--- config.mk ---
export PLATFORM = sky130hd
export DESIGN_NAME = wb_arbiter
export DESIGN_NICKNAME = d
export VERILOG_FILES = /design/src/rtl/wb_arbiter.sv
export SDC_FILE = /design/constraint.sdc
export NUM_CORES = 1
export LEC_CHECK = 0
export ABC_AREA = 1
export CORE_MARGIN = 3
export CORE_UTILIZATION = 58
export CTS_CLUSTER_SIZE = 20
export DETAILED_ROUTE_END_ITERATION = 8
export PLACE_DENSITY = 0.92
export SYNTH_ARGS = -nofsm -noshare
export SYNTH_HDL_FRONTEND = slang
export SYNTH_SLANG_ARGS = --single-unit
export TNS_END_PERCENT = 100
--- constraint.sdc ---
create_clock -name clk -period 5.6 [get_ports clk]
set_input_delay 0.84 -clock clk [delete_from_list [all_inputs] [get_ports clk]]
set_output_delay 0.84 -clock clk [all_outputs]
set_load 0.03 [all_outputs]
--- src/rtl/wb_arbiter.sv ---
// Register-file write-port arbiter: ALU results write back next cycle, long-latency results via a FIFO.
// Buffered heads that wait AGE_MAX cycles take priority over the ALU; LSU is back-pressured only when the FIFO is full.
module wb_arbiter #(
   parameter int FIFO_DEPTH = 4,
   parameter int AGE_MAX    = 4
) (
   input  logic                          clk,
   input  logic                          rst,
   input  logic                          alu_valid,
   input  logic [4:0]                    alu_rd,
   input  logic [31:0]                   alu_data,
   output logic                          alu_ready,
   input  logic                          lsu_valid,
   input  logic [4:0]                    lsu_rd,
   input  logic [31:0]                   lsu_data,
   output logic                          lsu_ready,
   output logic                          we,
   output logic [4:0]                    a3,
   output logic [31:0]                   wd3,
   output logic [$clog2(FIFO_DEPTH):0]   fifo_count
);
   localparam int PW = $clog2(FIFO_DEPTH);
   localparam int CW = PW + 1;
   localparam int AW = $clog2(AGE_MAX + 1);

   logic [4:0]    rd_mem_q   [FIFO_DEPTH];
   logic [31:0]   data_mem_q [FIFO_DEPTH];

   logic [PW-1:0] wr_ptr_q, wr_ptr_d, rd_ptr_q, rd_ptr_d;
   logic [CW-1:0] cnt_q, cnt_d;
   logic [AW-1:0] age_q, age_d;
   logic          we_q, we_d;
   logic [4:0]    a3_q, a3_d;
   logic [31:0]   wd3_q, wd3_d;

   logic          empty, starve, push, pop, alu_win;
   logic [4:0]    head_rd;
   logic [31:0]   head_data;

   always_comb begin
      empty     = (cnt_q == '0);
      starve    = !empty && (age_q >= AW'(AGE_MAX));
      alu_ready = !starve;
      lsu_ready = (cnt_q < CW'(FIFO_DEPTH));
      push      = lsu_valid && lsu_ready;
      alu_win   = alu_valid && !starve;
      pop       = !empty && !alu_win;
      head_rd   = rd_mem_q[rd_ptr_q];
      head_data = data_mem_q[rd_ptr_q];

      // Full-FIFO readiness ignores a same-cycle pop, so push and pop never collide at full.
      cnt_d    = cnt_q + CW'(push) - CW'(pop);
      wr_ptr_d = push ? wr_ptr_q + PW'(1) : wr_ptr_q;
      rd_ptr_d = pop  ? rd_ptr_q + PW'(1) : rd_ptr_q;

      age_d = age_q;
      if (pop || empty)
         age_d = '0;
      else if (age_q < AW'(AGE_MAX))
         age_d = age_q + AW'(1);

      we_d  = 1'b0;
      a3_d  = a3_q;
      wd3_d = wd3_q;
      if (alu_win) begin
         we_d  = |alu_rd;
         a3_d  = alu_rd;
         wd3_d = alu_data;
      end else if (pop) begin
         we_d  = |head_rd;
         a3_d  = head_rd;
         wd3_d = head_data;
      end
   end

   always_ff @(posedge clk or posedge rst) begin
      if (rst) begin
         wr_ptr_q <= '0;
         rd_ptr_q <= '0;
         cnt_q    <= '0;
         age_q    <= '0;
         we_q     <= 1'b0;
         a3_q     <= '0;
         wd3_q    <= '0;
      end else begin
         wr_ptr_q <= wr_ptr_d;
         rd_ptr_q <= rd_ptr_d;
         cnt_q    <= cnt_d;
         age_q    <= age_d;
         we_q     <= we_d;
         a3_q     <= a3_d;
         wd3_q    <= wd3_d;
      end
   end

   // Storage needs no reset: the pointers and count decide which entries are live.
   always_ff @(posedge clk) begin
      if (push) begin
         rd_mem_q[wr_ptr_q]   <= lsu_rd;
         data_mem_q[wr_ptr_q] <= lsu_data;
      end
   end

   assign we         = we_q;
   assign a3         = a3_q;
   assign wd3        = wd3_q;
   assign fifo_count = cnt_q;
endmodule

==> results.sh <==
export IMPL_overflow=0
export IMPL_clk_path_buf_depth=2
export IMPL_whs_path_depth=1
export IMPL_final_setup_skew_ns=0.00608
export IMPL_drt_pass1_iter_count=8
export IMPL_design_portCount=121
export IMPL_rr_startpoint="fifo_count[1]"
export IMPL_ys_seq_area_share_pct=70.7
export IMPL_grt_pass1_wl_mm=26.3
export IMPL_slew_limit_headroom_pct=16.8
export IMPL_avgRoutedWirePerCell_um=17.5
export IMPL_async_reset_ff_share_pct=24.5
export IMPL_static_leakage_power_nw=3.71
export IMPL_clk_pin_slew_ns=0.07
export IMPL_hold_violations=0
export IMPL_antennaDiodeCount=0
export IMPL_reg2reg_depth=13
export IMPL_violated_checks="DRC"
export IMPL_clock_fmax_mhz=288
export IMPL_fin_cells=990
export IMPL_finalSetupViolations=0
export IMPL_final_setup_tns_ns=0
export IMPL_synth_largest_area_cell="sky130_fd_sc_hd__edfxtp_1"
export IMPL_met3_grt_util_pct=5.63
export IMPL_initialDrtViolationCount=753
export IMPL_track_usage_pct=23.2
export IMPL_post_synth_inst_count=696
export IMPL_post_cts_buffers=0
export IMPL_setup_repair_after_global_routing_missed_its_margin="no"
export IMPL_final_cell_area_um2=9790
export IMPL_final_layout_size_suffix_gt1_share_pct=6.02
export IMPL_crit_path_end_kind="register"
export IMPL_crit_arrival_ns=3.83
export IMPL_power_spent_charging_and_discharging_nets_w=0.00192
export IMPL_post_synth_num_cell_types=22
export IMPL_final_period_minus_worst_setup_slack_ns=3.47
export IMPL_coreArea_um2=13300
export IMPL_grt_max_degree=77
export IMPL_hold_path_class="register to register"
export IMPL_power_share_switching_pct=37.6
export IMPL_postRouteAntennaNets=0
export IMPL_period_share_pct=62.0
export IMPL_filler_cell_count=797
export IMPL_hold_path_startpoint="age_q[0]"
export IMPL_pwr_share_seq_pct=39.8
export IMPL_timing_critical_path_required_ns=5.96
export IMPL_die_extent_in_y_um=123
export IMPL_critical_path_reg2reg_endpoint="fifo_count[2]"
export IMPL_synthToLayoutAreaGrowth_pct=22.6
export IMPL_cts_hold_buffers=0
export IMPL_synthTopCellsByCount="sky130_fd_sc_hd__nand2_1, sky130_fd_sc_hd__edfxtp_1, sky130_fd_sc_hd__nor2_1, sky130_fd_sc_hd__dfrtp_1, sky130_fd_sc_hd__o21ai_0"
export IMPL_drv_cap=0
export IMPL_yosys_area_top_type_share_pct=55.7
export IMPL_syn_mean_instance_area_um2=11.5
export IMPL_launching_element_type_of_the_critical_path="input port"
export IMPL_power_combinational_fraction_pct=36.9
export IMPL_dpl_cell_count=958
export IMPL_p_clk_share_pct=23.3
export IMPL_place_congestion=0.888
export IMPL_die_area_um2=15200
export IMPL_irDropWorstVdd_mv=0.298
export IMPL_drt_total_wl_mm=17.3
export IMPL_maxSlewViolCount=0
export IMPL_num_cts_buffers=17
export IMPL_yosysWarningCount=0
export IMPL_leading_cell_types_by_total_area_after_synthesis="sky130_fd_sc_hd__edfxtp_1, sky130_fd_sc_hd__dfrtp_1, sky130_fd_sc_hd__nand2_1"
export IMPL_critPathMaxFanout=34
export IMPL_main_synth_ff_type="sky130_fd_sc_hd__edfxtp_1"
export IMPL_drcViolationCount=1
export IMPL_first_global_vias=5180
export IMPL_place_ws_ns=1.75
export IMPL_worst_pin_slew_ns=1.25
export IMPL_viasPerCell=5.56
export IMPL_worstHoldEndpoint="age_q[0]"
export IMPL_postSynthNetCount=782
export IMPL_setup_worst_path_class="input port to register"
export IMPL_fin_ws_ns=2.13
export IMPL_dpl_hpwl_mm=10.8
export IMPL_initial_core_util_pct=59.8
export IMPL_status="finished, violations left"
export IMPL_grt_most_used_layer="met2"
export IMPL_cts_repair_resizes=0
export IMPL_cts_sinks=196
export IMPL_yosys_cell_count_top_type="sky130_fd_sc_hd__nand2_1"
export IMPL_synthesis_area_um2=7980
export IMPL_grt_use_met2_pct=37.0
export IMPL_antenna_found_initial=0
export IMPL_intPower_w=0.00318
export IMPL_io_buffer_count=120
export IMPL_clk_insertion_delay_late_ns=0.43
export IMPL_r2r_slack_ns=2.86
export IMPL_num_nets_final=887
export IMPL_flop_and_latch_count_out_of_synthesis=196
export IMPL_cts_tree="built"
export IMPL_cts_root_buffer="sky130_fd_sc_hd__clkbuf_16"
export IMPL_die_w_um=123
export IMPL_htree_num_levels=4
export IMPL_synth_edff_count=148
export IMPL_via_count=5502
export IMPL_placed_area_um2=9210
export IMPL_globalRouteMet1Util_pct=31.4
export IMPL_num_rows=42
export IMPL_p_per_area_nw_per_um2=520
-- sequential cells by signal, summed over array words and instances, names as in the netlist --
register and count:
a3 5, age_q 3, data_mem_q 128, fifo_count 3, rd_mem_q 20, rd_ptr_q 2
wd3 32, we 1, wr_ptr_q 2
-- through the flow --
stage / utilization, % / hold slack (ns) / total power [W]
2_1_floorplan: - / 0.410 / 0.00327
6_report: 73.3 / 0.445 / 0.00509
4_1_cts: 73.3 / 0.445 / 0.00509
5_1_grt: 73.3 / 0.463 / 0.00536
3_3_place_gp: 69.0 / 0.424 / 0.00383
3_5_place_dp: 69.0 / 0.432 / 0.00390
-- layout by cell type (no fill, tap or decap), types with 2 or more instances in the layout --
cell	instances
sky130_fd_sc_hd__inv_1	14
sky130_fd_sc_hd__nand2_4	4
sky130_fd_sc_hd__inv_6	4
sky130_fd_sc_hd__ha_1	7
sky130_fd_sc_hd__clkdlybuf4s50_1	120
sky130_fd_sc_hd__clkinvlp_4	4
sky130_fd_sc_hd__nand2_1	233
sky130_fd_sc_hd__nor2_4	4
sky130_fd_sc_hd__o21ai_0	47
sky130_fd_sc_hd__dfrtp_1	47
sky130_fd_sc_hd__xor2_1	2
sky130_fd_sc_hd__edfxtp_1	148
sky130_fd_sc_hd__nor2_2	2
sky130_fd_sc_hd__nand3_1	43
sky130_fd_sc_hd__nor2_1	57
sky130_fd_sc_hd__inv_2	4
sky130_fd_sc_hd__clkinv_4	2
sky130_fd_sc_hd__bufinv_16	2
sky130_fd_sc_hd__buf_4	4
sky130_fd_sc_hd__clkbuf_16	17
sky130_fd_sc_hd__o21ai_1	21
sky130_fd_sc_hd__o211ai_1	20
-- worst max-delay path by stage --
stage,start,endpoint,slack [ns]
global route,alu_valid,fifo_count[2],1.97
CTS,alu_valid,fifo_count[2],2.20
finish,alu_valid,fifo_count[2],2.13
detailed placement,alu_valid,fifo_count[2],1.75
global placement,alu_valid,fifo_count[2],1.84
floorplan,lsu_valid,data_mem_q[0][0],2.58
-- cell families (layout without fill, tap and decap cells) --
| group | Yosys count | count (layout) | share of synthesized area, % |
|---|---|---|---|
| buffers and inverters | 56 | 174 | 4.07 |
| AO/OA/AOI/OAI | 90 | 90 | 6.30 |
| XOR/XNOR | 3 | 3 | 0.329 |
| adder cells (fa/ha/maj) | 8 | 8 | 1.35 |
| flip-flops | 196 | 196 | 70.7 |
| AND/OR/NAND/NOR | 343 | 343 | 17.2 |
-- layer usage --
metal	wire (um)	vias to the layer above
li1	-	2574
met1	6740	2629
met2	8530	264
met3	1680	35
met4	364	0
met5	0	-
-- cell type report --
class                      instances  area, um2  share of cell area, %
clock buffer                      18        429                   4.38
multi-input combinational        444       2040                   20.9
sequential                       196       5650                   57.7
clock inverter                    14        151                   1.55
tap                              176        220                   2.25
inverter                          18       67.6                  0.690
timing repair buffer             124       1230                   12.6
-- worst max-delay path, stage by stage --
cell	delay (ns)
sky130_fd_sc_hd__clkdlybuf4s50_1	0.95
sky130_fd_sc_hd__nand2_4	0.36
sky130_fd_sc_hd__nand2_4	0.34
sky130_fd_sc_hd__inv_1	0.11
sky130_fd_sc_hd__ha_1	0.28
sky130_fd_sc_hd__inv_1	0.05
sky130_fd_sc_hd__ha_1	0.13
sky130_fd_sc_hd__inv_1	0.05
sky130_fd_sc_hd__fa_1	0.37
sky130_fd_sc_hd__xnor2_1	0.19
sky130_fd_sc_hd__xor2_1	0.16
-- power groups by stage --
stage	registers, W	clock network, W	logic [W]
after floorplan	0.00232	0	0.000948
after global placement	0.00204	0	0.00178
after detailed placement	0.00205	0	0.00185
after CTS	0.00203	0.00119	0.00187
after global routing	0.00205	0.00126	0.00205
final	0.00203	0.00119	0.00188
Power figures use the tool's default switching activity.
